File: src/rtl/alu_operand_stage.sv
// ALU operand pipeline stage: captures decoded instructions, resolves EX/WB hazards and holds operands for the ALU.
// Define ALU_OPERAND_STAGE_FWD_EN to forward EX/WB results; otherwise any in-flight write to a used source stalls.
module alu_operand_stage #(
    parameter int DATA_W  = 64,
    parameter int ADDR_W  = 5,
    parameter int INSTR_W = 32
) (
    input  logic                clk,
    input  logic                reset,
    input  logic                in_valid,
    output logic                in_ready,
    input  logic [0:INSTR_W-1]  in_instr,
    input  logic [0:DATA_W-1]   in_rA_data,
    input  logic [0:DATA_W-1]   in_rB_data,
    input  logic                ex_fwd_valid,
    input  logic                ex_pending,
    input  logic [0:ADDR_W-1]   ex_addr,
    input  logic [0:DATA_W-1]   ex_data,
    input  logic                wb_wr_en,
    input  logic [0:ADDR_W-1]   wb_addr,
    input  logic [0:DATA_W-1]   wb_data,
    input  logic                flush,
    output logic                out_valid,
    input  logic                out_ready,
    output logic [0:DATA_W-1]   rA_64bit_val,
    output logic [0:DATA_W-1]   rB_64bit_val,
    output logic [0:5]          Op_code,
    output logic [0:5]          R_ins,
    output logic [0:1]          WW,
    output logic [0:ADDR_W-1]   rD_addr,
    output logic                out_wr_en
);

    localparam logic [0:5] OP_VECTOR = 6'b101010;

    logic [0:5]        opField;
    logic [0:ADDR_W-1] rdField;
    logic [0:ADDR_W-1] raField;
    logic [0:ADDR_W-1] rbField;
    logic [0:1]        wwField;
    logic [0:5]        funcField;
    logic              unusedInstrBits;
    logic              rbUsed;
    logic              hazard;
    logic              capture;
    logic [0:DATA_W-1] opSelA;
    logic [0:DATA_W-1] opSelB;

    logic              valid_q, valid_d;
    logic [0:DATA_W-1] opA_q, opA_d;
    logic [0:DATA_W-1] opB_q, opB_d;
    logic [0:5]        opcode_q, opcode_d;
    logic [0:5]        func_q, func_d;
    logic [0:1]        ww_q, ww_d;
    logic [0:ADDR_W-1] rd_q, rd_d;
    logic              wrEn_q, wrEn_d;

    assign opField         = in_instr[0:5];
    assign rdField         = in_instr[6:10];
    assign raField         = in_instr[11:15];
    assign rbField         = in_instr[16:20];
    assign wwField         = in_instr[24:25];
    assign funcField       = in_instr[26:31];
    assign unusedInstrBits = ^in_instr[21:23];

    // Single-source vector ops (VNOT, VMOV, VRTTH, VSQEU, VSQOU, VSQRT) never read rB.
    always_comb begin
        rbUsed = 1'b1;
        if (opField == OP_VECTOR) begin
            case (funcField)
                6'b000100, 6'b000101, 6'b001101,
                6'b010000, 6'b010001, 6'b010010: rbUsed = 1'b0;
                default:                         rbUsed = 1'b1;
            endcase
        end
    end

`ifdef ALU_OPERAND_STAGE_FWD_EN
    always_comb begin
        hazard = ex_pending && ((ex_addr == raField) || (rbUsed && (ex_addr == rbField)));
    end

    // EX is younger than WB, so its result wins when both target the same register.
    always_comb begin
        opSelA = in_rA_data;
        opSelB = in_rB_data;
        if (wb_wr_en && (wb_addr == raField))      opSelA = wb_data;
        if (ex_fwd_valid && (ex_addr == raField))  opSelA = ex_data;
        if (wb_wr_en && (wb_addr == rbField))      opSelB = wb_data;
        if (ex_fwd_valid && (ex_addr == rbField))  opSelB = ex_data;
    end
`else
    logic exBusy;
    logic unusedFwdData;

    assign exBusy        = ex_pending || ex_fwd_valid;
    assign unusedFwdData = ^{ex_data, wb_data};

    // Without bypass paths the value is only usable once the register file has absorbed the WB write.
    always_comb begin
        hazard = (exBusy && (ex_addr == raField))
              || (exBusy && rbUsed && (ex_addr == rbField))
              || (wb_wr_en && (wb_addr == raField))
              || (wb_wr_en && rbUsed && (wb_addr == rbField));
    end

    always_comb begin
        opSelA = in_rA_data;
        opSelB = in_rB_data;
    end
`endif

    assign in_ready = (~valid_q | out_ready) & ~hazard & ~flush;
    assign capture  = in_valid & in_ready;

    // Flush dominates; a held entry is never re-snooped, only replaced on capture.
    always_comb begin
        valid_d  = valid_q;
        opA_d    = opA_q;
        opB_d    = opB_q;
        opcode_d = opcode_q;
        func_d   = func_q;
        ww_d     = ww_q;
        rd_d     = rd_q;
        wrEn_d   = wrEn_q;
        if (flush) begin
            valid_d = 1'b0;
        end else if (capture) begin
            valid_d  = 1'b1;
            opA_d    = opSelA;
            opB_d    = opSelB;
            opcode_d = opField;
            func_d   = funcField;
            ww_d     = wwField;
            rd_d     = rdField;
            wrEn_d   = (opField == OP_VECTOR);
        end else if (out_ready) begin
            valid_d = 1'b0;
        end
    end

    always_ff @(posedge clk or posedge reset) begin
        if (reset) begin
            valid_q  <= 1'b0;
            opA_q    <= '0;
            opB_q    <= '0;
            opcode_q <= '0;
            func_q   <= '0;
            ww_q     <= '0;
            rd_q     <= '0;
            wrEn_q   <= 1'b0;
        end else begin
            valid_q  <= valid_d;
            opA_q    <= opA_d;
            opB_q    <= opB_d;
            opcode_q <= opcode_d;
            func_q   <= func_d;
            ww_q     <= ww_d;
            rd_q     <= rd_d;
            wrEn_q   <= wrEn_d;
        end
    end

    assign out_valid    = valid_q;
    assign rA_64bit_val = opA_q;
    assign rB_64bit_val = opB_q;
    assign Op_code      = opcode_q;
    assign R_ins        = func_q;
    assign WW           = ww_q;
    assign rD_addr      = rd_q;
    assign out_wr_en    = wrEn_q;

endmodule

File: config.mk
export PLATFORM = sky130hd
export DESIGN_NAME = alu_operand_stage
export DESIGN_NICKNAME = d
export VERILOG_FILES = /design/src/rtl/alu_operand_stage.sv
export SDC_FILE = /design/constraint.sdc
export NUM_CORES = 1
export LEC_CHECK = 0
export CORE_AREA = 2 2 175 177
export CTS_CLUSTER_DIAMETER = 80
export DETAILED_ROUTE_END_ITERATION = 12
export DIE_AREA = 0 0 177 179
export PLACE_DENSITY = 0.57
export REMOVE_ABC_BUFFERS = 1
export SLEW_MARGIN = 25
export SYNTH_ARGS = -nofsm -noshare
export SYNTH_HDL_FRONTEND = slang
export SYNTH_SLANG_ARGS = --single-unit
File: constraint.sdc
create_clock -name clk -period 5.3 [get_ports clk]
set_input_delay 0.53 -clock clk [delete_from_list [all_inputs] [get_ports clk]]
set_output_delay 0.53 -clock clk [all_outputs]
set_load 0.02 [all_outputs]
==> impl_metrics.json <==
{
  "status": "complete, no violations",
  "critical_path_class": "in -> out",
  "ys_seq_elements": 149,
  "start_kind": "input pin",
  "cts_made_buffers": 17,
  "cts-root-buf": "clkbuf_16",
  "die_area_um2": 31700,
  "port-buffer-count": 324,
  "die_w_um": 177,
  "cp_max_fo": 2,
  "worst_slew_pin_slew_ps": 707,
  "cts_resized": 0,
  "cts_buffer_depth": 2,
  "synth.top_cell.area_share_pct": 63.6,
  "cellPowerDensity_nw_per_um2": 407,
  "wl_per_cell_um": 14.6,
  "htreeDepth": 4,
  "postRouteAntennaNets": 0,
  "post-route-period-util_pct": 65.0,
  "yosysTopAreaCell": "dfrtp_1",
  "hold_violations": 0,
  "synthCells": 357,
  "start_util_pct": 19.5,
  "seq_area_frac_synth_pct": 63.6,
  "path_clk_slew_ps": 60,
  "grt_pass1_vias": 4462,
  "finalSetupTns_ps": 0,
  "drc_errors": 0,
  "cts_tree": "yes",
  "worstPathArrival_ps": 2910,
  "firstDrtPassIters": 3,
  "grt_max_degree": 99,
  "fin_nets": 994,
  "finalSetupViolCount": 0,
  "antenna_cells": 0,
  "synthTopCellsByArea": "dfrtp_1, mux2_1, mux2_2",
  "hpwl_mm": 11.6,
  "fillCellCount": 2964,
  "min_period_ps": 3440,
  "viasPerCell": 3.87,
  "layout_commonest_cell": "clkdlybuf4s50_1",
  "track_usage_pct": 9.95,
  "path_buf_inv": 2,
  "timing.hold.ws_ps": 481,
  "avgSynthCellArea_um2": 16.4,
  "first_iter_violations": 115,
  "multiInputGateArea_um2": 2010,
  "syn_to_final_growth_pct": 73.7,
  "num_vias": 4238,
  "yosysUniqueCellTypes": 25,
  "gp_congestion": 0.683,
  "drive_above_1_share_pct": 10.4,
  "fin_total_pwr_uw": 4150,
  "slew_headroom_pct": 52.8,
  "ioPinCount": 456,
  "ir_worst_vdd_mv": 0.151,
  "overflow": 0,
  "min_path_type": "reg -> reg",
  "fin_worst_skew_ps": 13.0,
  "cts_hold_buffers": 0,
  "grt_pass1_wl_mm": 24.0,
  "clk-insertion-delay-late_ps": 420,
  "rsz0062_at_grt": "false",
  "report.final.slew_viol_count": 0,
  "rows": 64,
  "final_cell_mix": "clkdlybuf4s50_1, dfrtp_1, mux2_1",
  "critPathMaxStageDelay_ps": 670,
  "worst_path_most_repeated_cell": "clkdlybuf4s50_1",
  "worstPathCellList": "clkdlybuf4s50_1 -> nor4bb_1 -> nand3b_1 -> a311o_1 -> a211oi_1 -> clkdlybuf4s50_1",
  "place_ws_ps": 1580,
  "max_freq_mhz": 290,
  "drt-total-wl_mm": 16.0,
  "postCtsSetupRepairBufs": 0,
  "crit_slowest_cell": "clkdlybuf4s50_1",
  "finalWorstSetupSlack_ps": 1860,
  "core_area_um2": 30000,
  "fp.dieH_um": 179,
  "seq_area_um2": 3730,
  "syn_area_um2": 5860,
  "maxCapViolCount": 0,
  "cpLargestDelayFamily": "buffers and inverters",
  "clock-sinks": 149,
  "yosysWarningCount": 0,
  "required_ps": 4770,
  "final_util_pct": 33.9,
  "crit_path_end_kind": "output port",
  "antenna_found_initial": 1,
  "power_leakage_uw": 0.00405
}
==> path summary, 6_finish.rpt <==
check,from,end,slack (ps),depth (start not counted)
max,in_instr[0],in_ready,1860,6
min,rA_64bit_val[14],rA_64bit_val[14],480,1
max reg2reg,out_valid,rB_64bit_val[27],2760,5
min reg2reg,rA_64bit_val[14],rA_64bit_val[14],480,1
max in group asynchronous,reset,rB_64bit_val[4],3690,3
min in group asynchronous,reset,rB_64bit_val[53],610,2
==> kinds of logic after synthesis <==
logic type,count (synthesis),share of synthesized area [%]
and+or+nand+nor,13,1.52
buffers and inverters,20,2.13
DFF,149,63.6
AOI/OAI and AO/OA,6,1.22
xor gates and xnor gates,21,3.14
muxes,148,28.4
==> through the flow <==
step | instances | cell area (um^2)
2_1_floorplan | 341 | 5750
3_3_place_gp | 1065 | 9540
3_5_place_dp | 1065 | 9540
4_1_cts | 1096 | 10200
5_1_grt | 1096 | 10200
6_report | 1096 | 10200
==> routing by layer <==
| metal | vias up | share of wire (%) | global-route usage, % |
|---|---|---|---|
| li1 | 1947 | - | - |
| met1 | 2060 | 40 | 11.2 |
| met3 | 18 | 11 | 4.69 |
| met5 | - | 0.081 | 0 |
| met4 | 2 | 1.9 | 4.44 |
| met2 | 211 | 47 | 16.0 |
==> flip-flops by register name, summed over array words and instances, names as in the netlist <==
| signal | flops |
|---|---|
| rA_64bit_val | 64 |
| rB_64bit_val | 64 |
| Op_code | 6 |
| R_ins | 6 |
| rD_addr | 5 |
| WW | 2 |
| out_valid | 1 |
| out_wr_en | 1 |
==> area by class of cell <==
class	count	share of cell area, %
Multi-Input combinational cell	188	19.7
Sequential cell	149	36.6
Tap cell	396	4.87
Clock inverter	12	1.98
Clock buffer	19	4.35
Inverter	4	0.197
Timing Repair Buffer	328	32.3
==> power by group <==
group / total, uW / internal [uW] / leakage [uW] / switching, uW
Sequential: 1500 / 1390 / 0.00176 / 116
Combinational: 1290 / 700 / 0.00198 / 591
Clock: 1360 / 849 / 0.000310 / 507
==> synthesized netlist by cell type <==
| cell type | number |
|---|---|
| mux2_2 | 37 |
| a311o_1 | 2 |
| nand2_1 | 1 |
| nor2b_1 | 1 |
| buf_2 | 4 |
| nor4_1 | 1 |
| nand4_1 | 3 |
| buf_4 | 12 |
| or4b_1 | 1 |
| mux2i_1 | 1 |
| o32ai_1 | 1 |
| or3_1 | 1 |
| dfrtp_1 | 149 |
| xnor2_1 | 15 |
| or4bb_1 | 1 |
| nor4bb_1 | 1 |
| a21o_1 | 1 |
| a2111oi_4 | 1 |
| a211oi_1 | 1 |
| xor2_1 | 6 |
| nor3_1 | 1 |
| nor2_1 | 1 |
| mux2_1 | 110 |
| inv_1 | 4 |
| nand3b_1 | 1 |
Note: power is estimated with default switching activity, not from simulation.
